[src/rtl/inst_fetcher_pkg.sv]
// Shared widths, defaults and types for the instruction fetch front end.
package inst_fetcher_pkg;

  localparam int unsigned InstAddrBus = 32;
  localparam int unsigned InstBus     = 32;
  localparam int unsigned ByteBus     = 8;

  localparam logic Enable  = 1'b1;
  localparam logic Disable = 1'b0;

  localparam logic [InstAddrBus-1:0] ResetPcDefault = 32'h0;

  typedef enum logic {
    StFetch,
    StHold
  } fetch_state_e;

endpackage

[src/rtl/inst_queue.sv]
// Synchronous FIFO of {pc, inst} entries; flush wins over push and pop.
module inst_queue
  import inst_fetcher_pkg::*;
#(
  parameter int unsigned Depth = 4,
  localparam int unsigned PtrW = $clog2(Depth),
  localparam int unsigned EntW = InstAddrBus + InstBus
) (
  input  logic            clk,
  input  logic            rst,
  input  logic            push,
  input  logic            pop,
  input  logic            flush,
  input  logic [EntW-1:0] wdata,
  output logic [EntW-1:0] rdata,
  output logic            full,
  output logic            empty,
  output logic [PtrW:0]   count
);

  localparam logic [PtrW:0] PtrOne = 1;

  logic [EntW-1:0] mem [Depth];
  logic [PtrW:0]   wr_ptr_q, rd_ptr_q;
  logic            do_push, do_pop;

  // Extra pointer MSB distinguishes full from empty when the indices match.
  assign count = wr_ptr_q - rd_ptr_q;
  assign empty = (wr_ptr_q == rd_ptr_q);
  assign full  = (wr_ptr_q[PtrW] != rd_ptr_q[PtrW]) &&
                 (wr_ptr_q[PtrW-1:0] == rd_ptr_q[PtrW-1:0]);

  assign do_pop  = pop && !empty;
  assign do_push = push && (!full || do_pop);
  assign rdata   = mem[rd_ptr_q[PtrW-1:0]];

  always_ff @(posedge clk or posedge rst) begin
    if (rst) begin
      wr_ptr_q <= '0;
      rd_ptr_q <= '0;
    end else if (flush) begin
      wr_ptr_q <= '0;
      rd_ptr_q <= '0;
    end else begin
      if (do_push) wr_ptr_q <= wr_ptr_q + PtrOne;
      if (do_pop)  rd_ptr_q <= rd_ptr_q + PtrOne;
    end
  end

  always_ff @(posedge clk) begin
    if (do_push && !flush) mem[wr_ptr_q[PtrW-1:0]] <= wdata;
  end

endmodule

[src/rtl/inst_fetcher.sv]
// Byte-wide instruction fetch: assembles little-endian words, queues them and
// feeds the decoder one per cycle; a jump flushes everything in flight.
module inst_fetcher
  import inst_fetcher_pkg::*;
#(
  parameter int unsigned             QUEUE_DEPTH = 4,
  parameter logic [InstAddrBus-1:0]  RESET_PC    = ResetPcDefault
) (
  input  logic                    clk,
  input  logic                    rst,
  input  logic                    memGrant,
  input  logic                    memDinValid,
  input  logic [ByteBus-1:0]      memDin,
  output logic                    memRe,
  output logic [InstAddrBus-1:0]  memAddr,
  input  logic                    stall,
  input  logic                    jumpEn,
  input  logic [InstAddrBus-1:0]  jumpAddr,
  output logic                    DecEn,
  output logic [InstAddrBus-1:0]  instPC,
  output logic [InstBus-1:0]      inst
);

  localparam int unsigned CntW = $clog2(QUEUE_DEPTH) + 1;

  fetch_state_e            state_q, state_d;
  logic [1:0]              byte_cnt_q, byte_cnt_d;
  logic [InstAddrBus-1:0]  fetch_pc_q, fetch_pc_d;
  logic [InstBus-1:0]      asm_buf_q, asm_buf_d;
  logic                    drop_next_q, drop_next_d;
  logic                    req_q;
  logic [1:0]              req_idx_q;

  logic                    accept, rx_ok, push, pop, slot_free;
  logic                    q_full, q_empty;
  logic [CntW-1:0]         q_count;
  logic [InstAddrBus+InstBus-1:0] q_wdata, q_rdata;

  assign memRe   = (state_q == StFetch) && !jumpEn;
  assign memAddr = memRe ? (fetch_pc_q + {30'b0, byte_cnt_q}) : '0;
  assign accept  = memRe && memGrant;

  // Only a byte answering last cycle's accepted request is taken.
  assign rx_ok   = memDinValid && req_q && !drop_next_q && !jumpEn;
  assign push    = rx_ok && (req_idx_q == 2'd3);
  assign pop     = !stall && !q_empty && !jumpEn;
  assign q_wdata = {fetch_pc_q, memDin, asm_buf_q[23:0]};

  // Will the queue have a free slot after this edge's push/pop?
  always_comb begin
    if (push == pop)  slot_free = !q_full;
    else if (pop)     slot_free = 1'b1;
    else              slot_free = (q_count < CntW'(QUEUE_DEPTH - 1));
  end

  always_comb begin
    state_d     = state_q;
    byte_cnt_d  = byte_cnt_q;
    fetch_pc_d  = fetch_pc_q;
    asm_buf_d   = asm_buf_q;
    drop_next_d = drop_next_q;
    if (memDinValid && drop_next_q) drop_next_d = Disable;
    if (rx_ok) begin
      asm_buf_d[{req_idx_q, 3'b000} +: 8] = memDin;
      if (req_idx_q == 2'd3) fetch_pc_d = fetch_pc_q + 32'd4;
    end
    unique case (state_q)
      StFetch: begin
        if (accept) begin
          byte_cnt_d = byte_cnt_q + 2'd1;
          if (byte_cnt_q == 2'd3) state_d = StHold;
        end
      end
      StHold: begin
        if (!(req_q && !memDinValid) && slot_free) state_d = StFetch;
      end
      default: state_d = StHold;
    endcase
    if (jumpEn) begin
      state_d     = StFetch;
      byte_cnt_d  = 2'd0;
      fetch_pc_d  = jumpAddr;
      // A request still unanswered in the jump cycle must be discarded later.
      drop_next_d = req_q && !memDinValid;
    end
  end

  always_ff @(posedge clk or posedge rst) begin
    if (rst) begin
      state_q     <= StHold;
      byte_cnt_q  <= 2'd0;
      fetch_pc_q  <= RESET_PC;
      asm_buf_q   <= '0;
      drop_next_q <= Disable;
      req_q       <= Disable;
      req_idx_q   <= 2'd0;
      DecEn       <= Disable;
      instPC      <= '0;
      inst        <= '0;
    end else begin
      state_q     <= state_d;
      byte_cnt_q  <= byte_cnt_d;
      fetch_pc_q  <= fetch_pc_d;
      asm_buf_q   <= asm_buf_d;
      drop_next_q <= drop_next_d;
      req_q       <= accept;
      req_idx_q   <= byte_cnt_q;
      DecEn       <= pop;
      if (pop) begin
        instPC <= q_rdata[InstAddrBus+InstBus-1:InstBus];
        inst   <= q_rdata[InstBus-1:0];
      end
    end
  end

  inst_queue #(
    .Depth (QUEUE_DEPTH)
  ) u_queue (
    .clk   (clk),
    .rst   (rst),
    .push  (push),
    .pop   (pop),
    .flush (jumpEn),
    .wdata (q_wdata),
    .rdata (q_rdata),
    .full  (q_full),
    .empty (q_empty),
    .count (q_count)
  );

endmodule

[config.mk]
export PLATFORM = sky130hd
export DESIGN_NAME = inst_fetcher
export DESIGN_NICKNAME = d
export VERILOG_FILES = /design/src/rtl/inst_fetcher_pkg.sv /design/src/rtl/inst_queue.sv /design/src/rtl/inst_fetcher.sv
export SDC_FILE = /design/constraint.sdc
export NUM_CORES = 1
export LEC_CHECK = 0
export ABC_AREA = 1
export CAP_MARGIN = 10
export CORE_MARGIN = 1.5
export CORE_UTILIZATION = 52
export DETAILED_ROUTE_END_ITERATION = 8
export PLACE_DENSITY = 0.81
export SLEW_MARGIN = 30
export SYNTH_ARGS = -nofsm -noshare
export SYNTH_HDL_FRONTEND = slang
export SYNTH_HIERARCHICAL = 1
export SYNTH_SLANG_ARGS = --single-unit
[constraint.sdc]
create_clock -name clk -period 5.65 [get_ports clk]
set_input_delay 0.565 -clock clk [delete_from_list [all_inputs] [get_ports clk]]
set_output_delay 0.565 -clock clk [all_outputs]
set_load 0.005 [all_outputs]
==> results of run 1 <==
## layer usage
| metal | track usage [%] | wire length (microns) | vias to the layer above |
|---|---|---|---|
| met5 | 0 | 0 | - |
| met4 | 10.69 | 1550 | 0 |
| met3 | 3.574 | 3033 | 117 |
| met2 | 42.48 | 20150 | 660 |
| met1 | 33.92 | 17130 | 5931 |
| li1 | - | - | 5835 |
## cell usage in the layout (no fill, tap or decap), types with 45 or more instances in the layout
master,count
nand2_1,395
edfxtp_1,256
nor2_1,223
clkdlybuf4s50_1,143
dfrtp_1,132
o21ai_0,132
nand3_1,85
inv_1,81
o22ai_1,64
o21ai_1,45
## worst min-delay path by stage
stage	from	end	slack [ns]	depth (start not counted)
6_report	inst[17]	inst[17]	0.48	2
2_1_floorplan	rst	u_queue/rd_ptr_q[0]	0.36	1
3_3_place_gp	byte_cnt_q[0]	req_idx_q[0]	0.45	0
5_1_grt	inst[17]	inst[17]	0.49	2
4_1_cts	instPC[20]	instPC[20]	0.48	2
3_5_place_dp	inst[17]	inst[17]	0.47	2
## final cells by class
cell class	count	area [sq um]	share of cell area, %
clock inverters	22	399.1	1.980
inverters	91	349.1	1.732
repair buffers	158	1569	7.783
well taps	435	544.3	2.700
flip-flops and latches	390	11050	54.79
clock buffers	52	1097	5.443
multi-input cells	1083	5156	25.58
## metrics by stage
step / total power [mW] / instances / setup slack, ns / hold slack [ns] / utilization [%]
2_1_floorplan: 3.425 / 1636 / 0.2310 / 0.3560 / -
3_3_place_gp: 3.614 / 2157 / 1.615 / 0.4504 / 58.69
3_5_place_dp: 3.625 / 2157 / 1.559 / 0.4653 / 58.69
4_1_cts: 6.563 / 2231 / 1.798 / 0.4809 / 63.40
5_1_grt: 6.728 / 2231 / 1.562 / 0.4883 / 63.40
6_report: 6.538 / 2231 / 1.837 / 0.4770 / 63.40
## where the power goes
part,internal (mW),switching [mW],total [mW],leakage [nW]
logic,0.141,0.204,0.346,3.32
clock network,1.88,1.08,2.96,0.724
registers,3.12,0.111,3.23,4.09
## cells by family after synthesis
group                    after synthesis  share of synthesized area, %
AND/OR/NAND/NOR                      771                         19.17
adder cells (fa/ha/maj)               18                         1.420
AO/OA/AOI/OAI                        280                         8.969
buffers and inverters                163                         4.466
XOR/XNOR                              14                        0.7247
flip-flops                           390                         65.25
## cell usage after synthesis, types with 2 or more instances
cell and n:
nand2_1 396, edfxtp_1 256, nor2_1 227, dfrtp_1 133, o21ai_0 132, nand3_1 85
inv_1 82, o22ai_1 64, o21ai_1 45, clkbuf_1 28, a21oi_1 25, buf_2 23
ha_1 16, nand4_1 14, nand2_2 12, nor2_2 12, xor2_1 12, nor2_4 11
buf_4 10, buf_6 10, inv_2 8, o211ai_1 6, nor3_1 5, o21bai_1 3
fa_1 2, nand2_4 2, nand3_2 2, o221ai_1 2, xnor2_1 2
## worst max-delay path, delay by kind of cell, from the launching register on
| family | cells | cell delay, ns |
|---|---|---|
| and+or+nand+nor | 7 | 1.75 |
| buffers and inverters | 5 | 0.55 |
| adders and majority gates | 1 | 0.35 |
| DFF | 1 | 0.79 |
## registers in the layout, summed over array words and instances (netlist names), 2 cells and up
name	count
asm_buf_q	24
req_idx_q	2
u_queue/mem	256
u_queue/wr_ptr_q	3
inst	32
fetch_pc_q	32
byte_cnt_q	2
u_queue/rd_ptr_q	3
instPC	32
==> impl_metrics.toml, run 1 <==
[layout]
finish.instance_area_sq_um = 20160
antennaDiodeCount = 0
fin_nets = 1828
syn_to_final_growth_pct = 19.14
post_route_cells_drive_above_1_share_pct = 7.684
fillCellCount = 2364

[place]
port_buffers = 143
dp_hpwl_mm = 26.10
routabilityCongestion = 0.9814
dpl-instance-area_sq_um = 18660

[detailed_routing]
vias = 12543
drtIter0Drc = 1307
wire_per_inst_microns = 18.77
wl_mm = 41.87
post-route-drc-count = 0
drtAntennaViolNets = 0
drtPass1Iterations = 6
avgViaCountPerCell = 5.622

[global_routing]
grt_pass1_vias = 12589
antenna_found_initial = 0
grt_pass1_wl_mm = 66.79
grt_start_max_net_pins = 83
grt_use_total_pct = 25.56
grt-ovfl-total = 0

[timing]
finalHoldViolations = 0
finalMaxSlewViolations = 0
period_share_pct = 67.49
max_freq_ghz = 0.2622
setup_tns_ns = 0
final.min_clock_period_ns = 3.813
rsz0062_at_grt = "false"
finalSetupViolCount = 0
worst_slew_pin_slew_ns = 0.8836
slew_headroom_pct = 40.95
fin_skew_ns = 0.01770

[setup_path]
ff2ff_setup_slack_ns = 1.84
cpMostUsedCell = "inv_1"
path_class = "flip-flop to flip-flop"
r2r.worst_path.cells = 13
cp_slowest_cell = "nor2_4"
r2r_end = "u_queue/mem[2][6]"
reg2reg_from = "u_queue/rd_ptr_q[0]"
slowest_delay_ns = 0.81
start_kind = "flip-flop"
cp.required_ns = 5.84
arrival_ns = 4.00
critPathCapture = "u_queue/mem[2][6]"
cp-startpoint = "u_queue/rd_ptr_q[0]"
end_kind = "flip-flop"
crit_chain = "ha_1 > nand2_1 > inv_1 > nand2_1 > inv_1 > nor2_1 > nand2_2 > inv_2 > inv_1 > nand3_1 > nand3_1 > nor2_4 > buf_12"
crit_path_max_fanout = 51

[cts]
post-cts-setup-buffer-count = 0
cts_tree = "yes"
clock_sinks = 390
cts_hold_buffers = 0
cts_buffer_depth = 3
htreeDepth = 2
cts_buffers = 40
ctsResizeCount = 0
path_clk_slew_ns = 0.06
clock_latency_ns = 0.53
clockRootBuffer = "clkbuf_16"

[min_path]
hold_class = "flip-flop to flip-flop"

[synthesis]
synth_edf_count = 256
synthCells = 1636
synth_cell_types = 40
synth.area.top_cells = "edfxtp_1 45%, dfrtp_1 20%, nand2_1 8.8%"
synth_top_area_share_pct = 45.43
synth_top_area_cell = "edfxtp_1"
synth-main-ff-cell = "edfxtp_1"
yosysSeqAreaShare_pct = 65.25
synth_area_per_cell_sq_um = 10.34
async_flop_share_pct = 34.36
synthesis.area_sq_um = 16920
yosys_warnings = 6
ys_seq_elements = 390
syn_nets = 1700

[floorplan]
start_util_pct = 53.21
die_width_microns = 183.4
die_area_sq_um = 33630
core_sq_um = 31800
num_io_pins = 144
die_y_microns = 183.4
placementRows = 65

[power_and_ir_drop]
power.density_nw_per_um2 = 324.3
p_leak_nw = 8.141
vdd_drop_max_uv = 173.7

[job]
cap_viol_max_count = 0

[status]
status = "finished, final reports clean"
Power figures use the tool's default switching activity.
==> inputs of run 2 (changes only) <==
--- a/config.mk
+++ b/config.mk
@@ -8,7 +8,7 @@
 export ABC_AREA = 1
 export CAP_MARGIN = 10
 export CORE_MARGIN = 1.5
-export CORE_UTILIZATION = 52
+export CORE_UTILIZATION = 55
 export DETAILED_ROUTE_END_ITERATION = 8
 export PLACE_DENSITY = 0.81
 export SLEW_MARGIN = 30
==> constraint.sdc (replaced) <==
create_clock -name clk -period 3.6 [get_ports clk]
set_input_delay 0.36 -clock clk [delete_from_list [all_inputs] [get_ports clk]]
set_output_delay 0.36 -clock clk [all_outputs]
set_load 0.005 [all_outputs]
==> run 2 against run 1 <==
Effect of this change: clock-buffer cell count rose by 7; register-to-register slack got worse by 1.2 ns; power rose by 43%; clock power rose by 27%; critical path type is now flip-flop to primary output.
==> impl_metrics.toml, run 2 (same netlist as run 1, synthesis figures left out) <==
[cts]
cts_tree = "yes"
path_clk_slew_ns = 0.06
ctsResizeCount = 0
post-cts-setup-buffer-count = 0
htreeDepth = 2
clockRootBuffer = "clkbuf_16"
cts_hold_buffers = 0
cts_buffer_depth = 3
clock_sinks = 390
clock_latency_ns = 0.54
cts_buffers = 39

[global_routing]
grt_pass1_wl_mm = 64.63
grt_start_max_net_pins = 130
grt-ovfl-total = 0
antenna_found_initial = 0
grt_use_total_pct = 26.42
grt_pass1_vias = 12187

[setup_path]
path_class = "flip-flop to primary output"
crit_chain = "ha_1 > fa_1 > nand2_1 > inv_1 > nand2_1 > inv_1 > nand2_1 > o21ai_0 > a21oi_1 > clkdlybuf4s50_1"
slowest_delay_ns = 0.52
r2r_end = "u_queue/mem[1][2]"
cp-startpoint = "byte_cnt_q[0]"
ff2ff_setup_slack_ns = 0.65
start_kind = "flip-flop"
reg2reg_from = "u_queue/wr_ptr_q[0]"
cp.required_ns = 3.24
cp_slowest_cell = "fa_1"
crit_path_max_fanout = 7
arrival_ns = 3.00
r2r.worst_path.cells = 14
end_kind = "primary output"
cpMostUsedCell = "nand2_1"

[floorplan]
die_y_microns = 178.4
core_sq_um = 30430
die_width_microns = 178.4
start_util_pct = 55.61
die_area_sq_um = 31830
num_io_pins = 144
placementRows = 64

[layout]
syn_to_final_growth_pct = 17.50
post-route-util_pct = 65.34
fin_nets = 1834
regArea_sq_um = 11050
multi_input_area_sq_um = 5161
fillCellCount = 2251
final_common_cell = "nand2_1"
antennaDiodeCount = 0
final_cell_mix = "395 x nand2_1, 256 x edfxtp_1, 223 x nor2_1, 143 x clkdlybuf4s50_1"
post_route_cells_drive_above_1_share_pct = 7.496
largest_reg_flops = 256

[detailed_routing]
post-route-drc-count = 0
drtAntennaViolNets = 0
drtIter0Drc = 1170
wl_mm = 41.03
drtPass1Iterations = 5
wire_per_inst_microns = 18.68
avgViaCountPerCell = 5.653
vias = 12419

[power_and_ir_drop]
p_leak_nw = 8.033
power.density_nw_per_um2 = 471.5
vdd_drop_max_uv = 272.5

[place]
routabilityCongestion = 0.9766
dp_hpwl_mm = 25.49
port_buffers = 143

[timing]
finalMaxSlewViolations = 0
finalSetupViolCount = 0
period_share_pct = 93.22
final.min_clock_period_ns = 3.356
setup_tns_ns = 0
finalHoldViolations = 0
worst_slew_pin_slew_ns = 0.9350
slew_headroom_pct = 37.66
fin_skew_ns = 0.02004
max_freq_ghz = 0.2980
rsz0062_at_grt = "false"

[min_path]
hold_class = "input pin to asynchronous set/reset pin"

[job]
cap_viol_max_count = 0

[status]
status = "finished, final reports clean"
## run 2: per-stage QoR
step / instances / area [sq um] / total power [mW] / hold slack, ns / setup slack, ns
after floorplan: 1636 / 16960 / 5.375 / 0.1510 / 0.0005183
after global placement: 2125 / 18700 / 5.677 / 0.4269 / 0.8025
after detailed placement: 2125 / 18700 / 5.695 / 0.4452 / 0.7253
after CTS: 2197 / 19880 / 9.426 / 0.2460 / 0.2491
after global routing: 2197 / 19880 / 9.668 / 0.2808 / 0.02714
final: 2197 / 19880 / 9.375 / 0.2694 / 0.2440
## run 2: final cells by class
class / instances / share of cell area (%)
clock inverters: 13 / 0.3776
well taps: 396 / 2.492
multi-input cells: 1083 / 25.96
repair buffers: 165 / 8.281
clock buffers: 59 / 5.588
inverters: 91 / 1.749
flip-flops and latches: 390 / 55.55
## run 2: how the worst max path moves through the flow
stage | to | slack, ns | cells past startpoint
after floorplan | u_queue/mem[0][0] | 0.0005 | 16
after global placement | memAddr[4] | 0.80 | 6
after detailed placement | u_queue/mem[2][50] | 0.73 | 14
after CTS | memAddr[24] | 0.25 | 10
after global routing | memAddr[24] | 0.03 | 10
final | memAddr[24] | 0.24 | 10
## run 2: power breakdown
group / switching [mW] / internal [mW] / leakage [nW] / total [mW]
combinational: 0.325 / 0.228 / 3.37 / 0.554
sequential: 0.162 / 4.90 / 4.09 / 5.06
clock: 1.62 / 2.14 / 0.574 / 3.76
## run 2: worst max-delay path: cells and delay by family, from the launching register on
family,cells,cell delay (ns)
AOI/OAI and AO/OA,2,0.23
DFF,1,0.42
buffers and inverters,3,0.66
and+or+nand+nor,3,0.38
adders and majority gates,2,0.78
## run 2: routing by layer
metal  part of all wire (%)  vias to the layer above  track usage, %
met1                     41                     5957           35.93
li1                       -                     5839               -
met2                     48                      534           43.10
met3                    7.7                       89           3.730
met4                    3.0                        0           10.59
met5                      0                        -               0
==> inputs of run 3 (changes only) <==
--- a/config.mk
+++ b/config.mk
@@ -10,7 +10,7 @@
 export CORE_MARGIN = 1.5
 export CORE_UTILIZATION = 55
 export DETAILED_ROUTE_END_ITERATION = 8
-export PLACE_DENSITY = 0.81
+export PLACE_DENSITY = 0.87
 export SLEW_MARGIN = 30
 export SYNTH_ARGS = -nofsm -noshare
 export SYNTH_HDL_FRONTEND = slang
==> run 3 against run 2 <==
Effect of this change: combinational power down 2%; register-to-register slack better by 0.03 ns; clock-buffer cell count down 3; critical endpoint unchanged; largest cell class unchanged; die area unchanged; critical path depth unchanged.
==> impl_metrics.toml, run 3 (same netlist as run 1, synthesis figures left out) <==
[status]
status = "finished, final reports clean"

[layout]
final_common_cell = "nand2_1"
largest_reg_flops = 256
final_cell_mix = "395 x nand2_1, 256 x edfxtp_1, 223 x nor2_1, 143 x clkdlybuf4s50_1, 132 x o21ai_0"
final_cells = 2196
antennaDiodeCount = 0
post-route-util_pct = 65.36
post_route_cells_drive_above_1_share_pct = 7.833
syn_to_final_growth_pct = 17.53
fin_nets = 1834

[place]
dp.cells = 2126
pre_cts_slack_ns = 0.7267
port_buffers = 143
routabilityCongestion = 0.9616
dp_hpwl_mm = 25.52

[job]
cap_viol_max_count = 0

[detailed_routing]
top_layer_used = "met4"
drtAntennaViolNets = 0
post-route-drc-count = 0
drtIter0Drc = 1229
vias = 12536
wl_mm = 41.09
drtPass1Iterations = 7
wire_per_inst_microns = 18.71
wl_met3_mm = 3.436
wl_met1_mm = 16.23
met2_length_mm = 20.16
avgViaCountPerCell = 5.709

[setup_path]
ff2ff_setup_slack_ns = 0.68
cp_slowest_cell = "fa_1"
crit_chain = "ha_1 > fa_1 > nand2_1 > inv_1 > nand2_1 > inv_1 > nand2_1 > o21ai_0 > a21oi_1 > clkdlybuf4s50_1"
r2r.worst_path.cells = 14
cpMostUsedCell = "nand2_1"
arrival_ns = 3.03
r2r_end = "u_queue/mem[2][9]"
reg2reg_from = "u_queue/wr_ptr_q[0]"
path_class = "flip-flop to primary output"
cp.required_ns = 3.24
cpLargestDelayFamily = "adder cells"
end_kind = "primary output"
cp_num_buf_inv = 3
slowest_delay_ns = 0.52
start_kind = "flip-flop"
crit_path_max_fanout = 7

[global_routing]
grt_use_total_pct = 26.29
grt_pass1_vias = 11984
grt_start_max_net_pins = 98
antenna_found_initial = 0
grt-ovfl-total = 0
grt_pass1_wl_mm = 64.16

[timing]
setup_tns_ns = 0
max_freq_ghz = 0.2948
fin_hold_ws_ns = 0.2839
fin_ws_ns = 0.2074
finalHoldViolations = 0
finalMaxSlewViolations = 0
final.min_clock_period_ns = 3.393
slew_headroom_pct = 46.07
finalSetupViolCount = 0
rsz0062_at_grt = "false"
fin_skew_ns = 0.01674
period_share_pct = 94.24
worst_slew_pin_slew_ns = 0.8090

[cts]
clock_latency_ns = 0.53
cts_buffers = 38
ctsResizeCount = 0
cts_buffer_depth = 3
path_clk_slew_ns = 0.06
htreeDepth = 2
post-cts-setup-buffer-count = 0
clockRootBuffer = "clkbuf_16"
clock_sinks = 390
cts_tree = "yes"
cts_hold_buffers = 0

[power_and_ir_drop]
seq_power_share_pct = 53.8
netSwitchingFraction_pct = 22.22
p_clk_share_pct = 40.4
p_comb_share_pct = 5.8
power.switching_mw = 2.093
vdd_drop_max_uv = 262.2
p_leak_nw = 8.052
power.density_nw_per_um2 = 473.6
p_int_mw = 7.326

[floorplan]
core_sq_um = 30430
die_y_microns = 178.4
die_width_microns = 178.4
num_io_pins = 144
placementRows = 64
start_util_pct = 55.61
die_area_sq_um = 31830

[min_path]
hold_class = "input pin to asynchronous set/reset pin"
run 3: cell count changes in the layout (fill, tap and decap cells not counted), moves of 2 or more:
cell / delta
clkbuf_1: -4
buf_12: -3
buf_4: +3
clkbuf_8: +2
clkinv_1: -2
clkinv_2: +2
clkinvlp_4: -2
run 3: worst max-delay path by stage:
stage,depth (start not counted),endpoint,startpoint
after floorplan,16,u_queue/mem[0][0],u_queue/rd_ptr_q[1]
after global placement,10,memAddr[22],fetch_pc_q[3]
after detailed placement,14,u_queue/mem[2][54],u_queue/wr_ptr_q[0]
after CTS,10,memAddr[22],fetch_pc_q[3]
after global routing,10,memAddr[22],fetch_pc_q[2]
final,10,memAddr[24],fetch_pc_q[0]
run 3: area by class of cell:
cell class,instances,area [sq um]
clock buffer,56,1099
tap,396,495.5
inverter,91,347.8
multi-input combinational,1083,5161
clock inverter,14,117.6
fill,2223,10540
timing repair buffer,166,1620
sequential,390,11050
run 3: per-layer routing:
metal / track usage (%) / up-vias
li1: - / 5854
met1: 35.30 / 5933
met2: 43.81 / 651
met3: 3.431 / 98
met4: 10.07 / 0
met5: 0 / -
run 3: power groups by stage:
stage          clock (mW)  combinational (mW)  sequential, mW
5_1_grt              4.03               0.601            5.08
6_report             3.80               0.545            5.07
2_1_floorplan           0               0.295            5.08
3_5_place_dp            0               0.532            5.15
4_1_cts              3.86               0.541            5.06
3_3_place_gp            0               0.524            5.14
run 3: metrics by stage:
step	total power [mW]	cell area (sq um)
2_1_floorplan	5.375	16960
3_3_place_gp	5.668	18670
3_5_place_dp	5.687	18670
4_1_cts	9.463	19880
5_1_grt	9.711	19890
6_report	9.419	19890
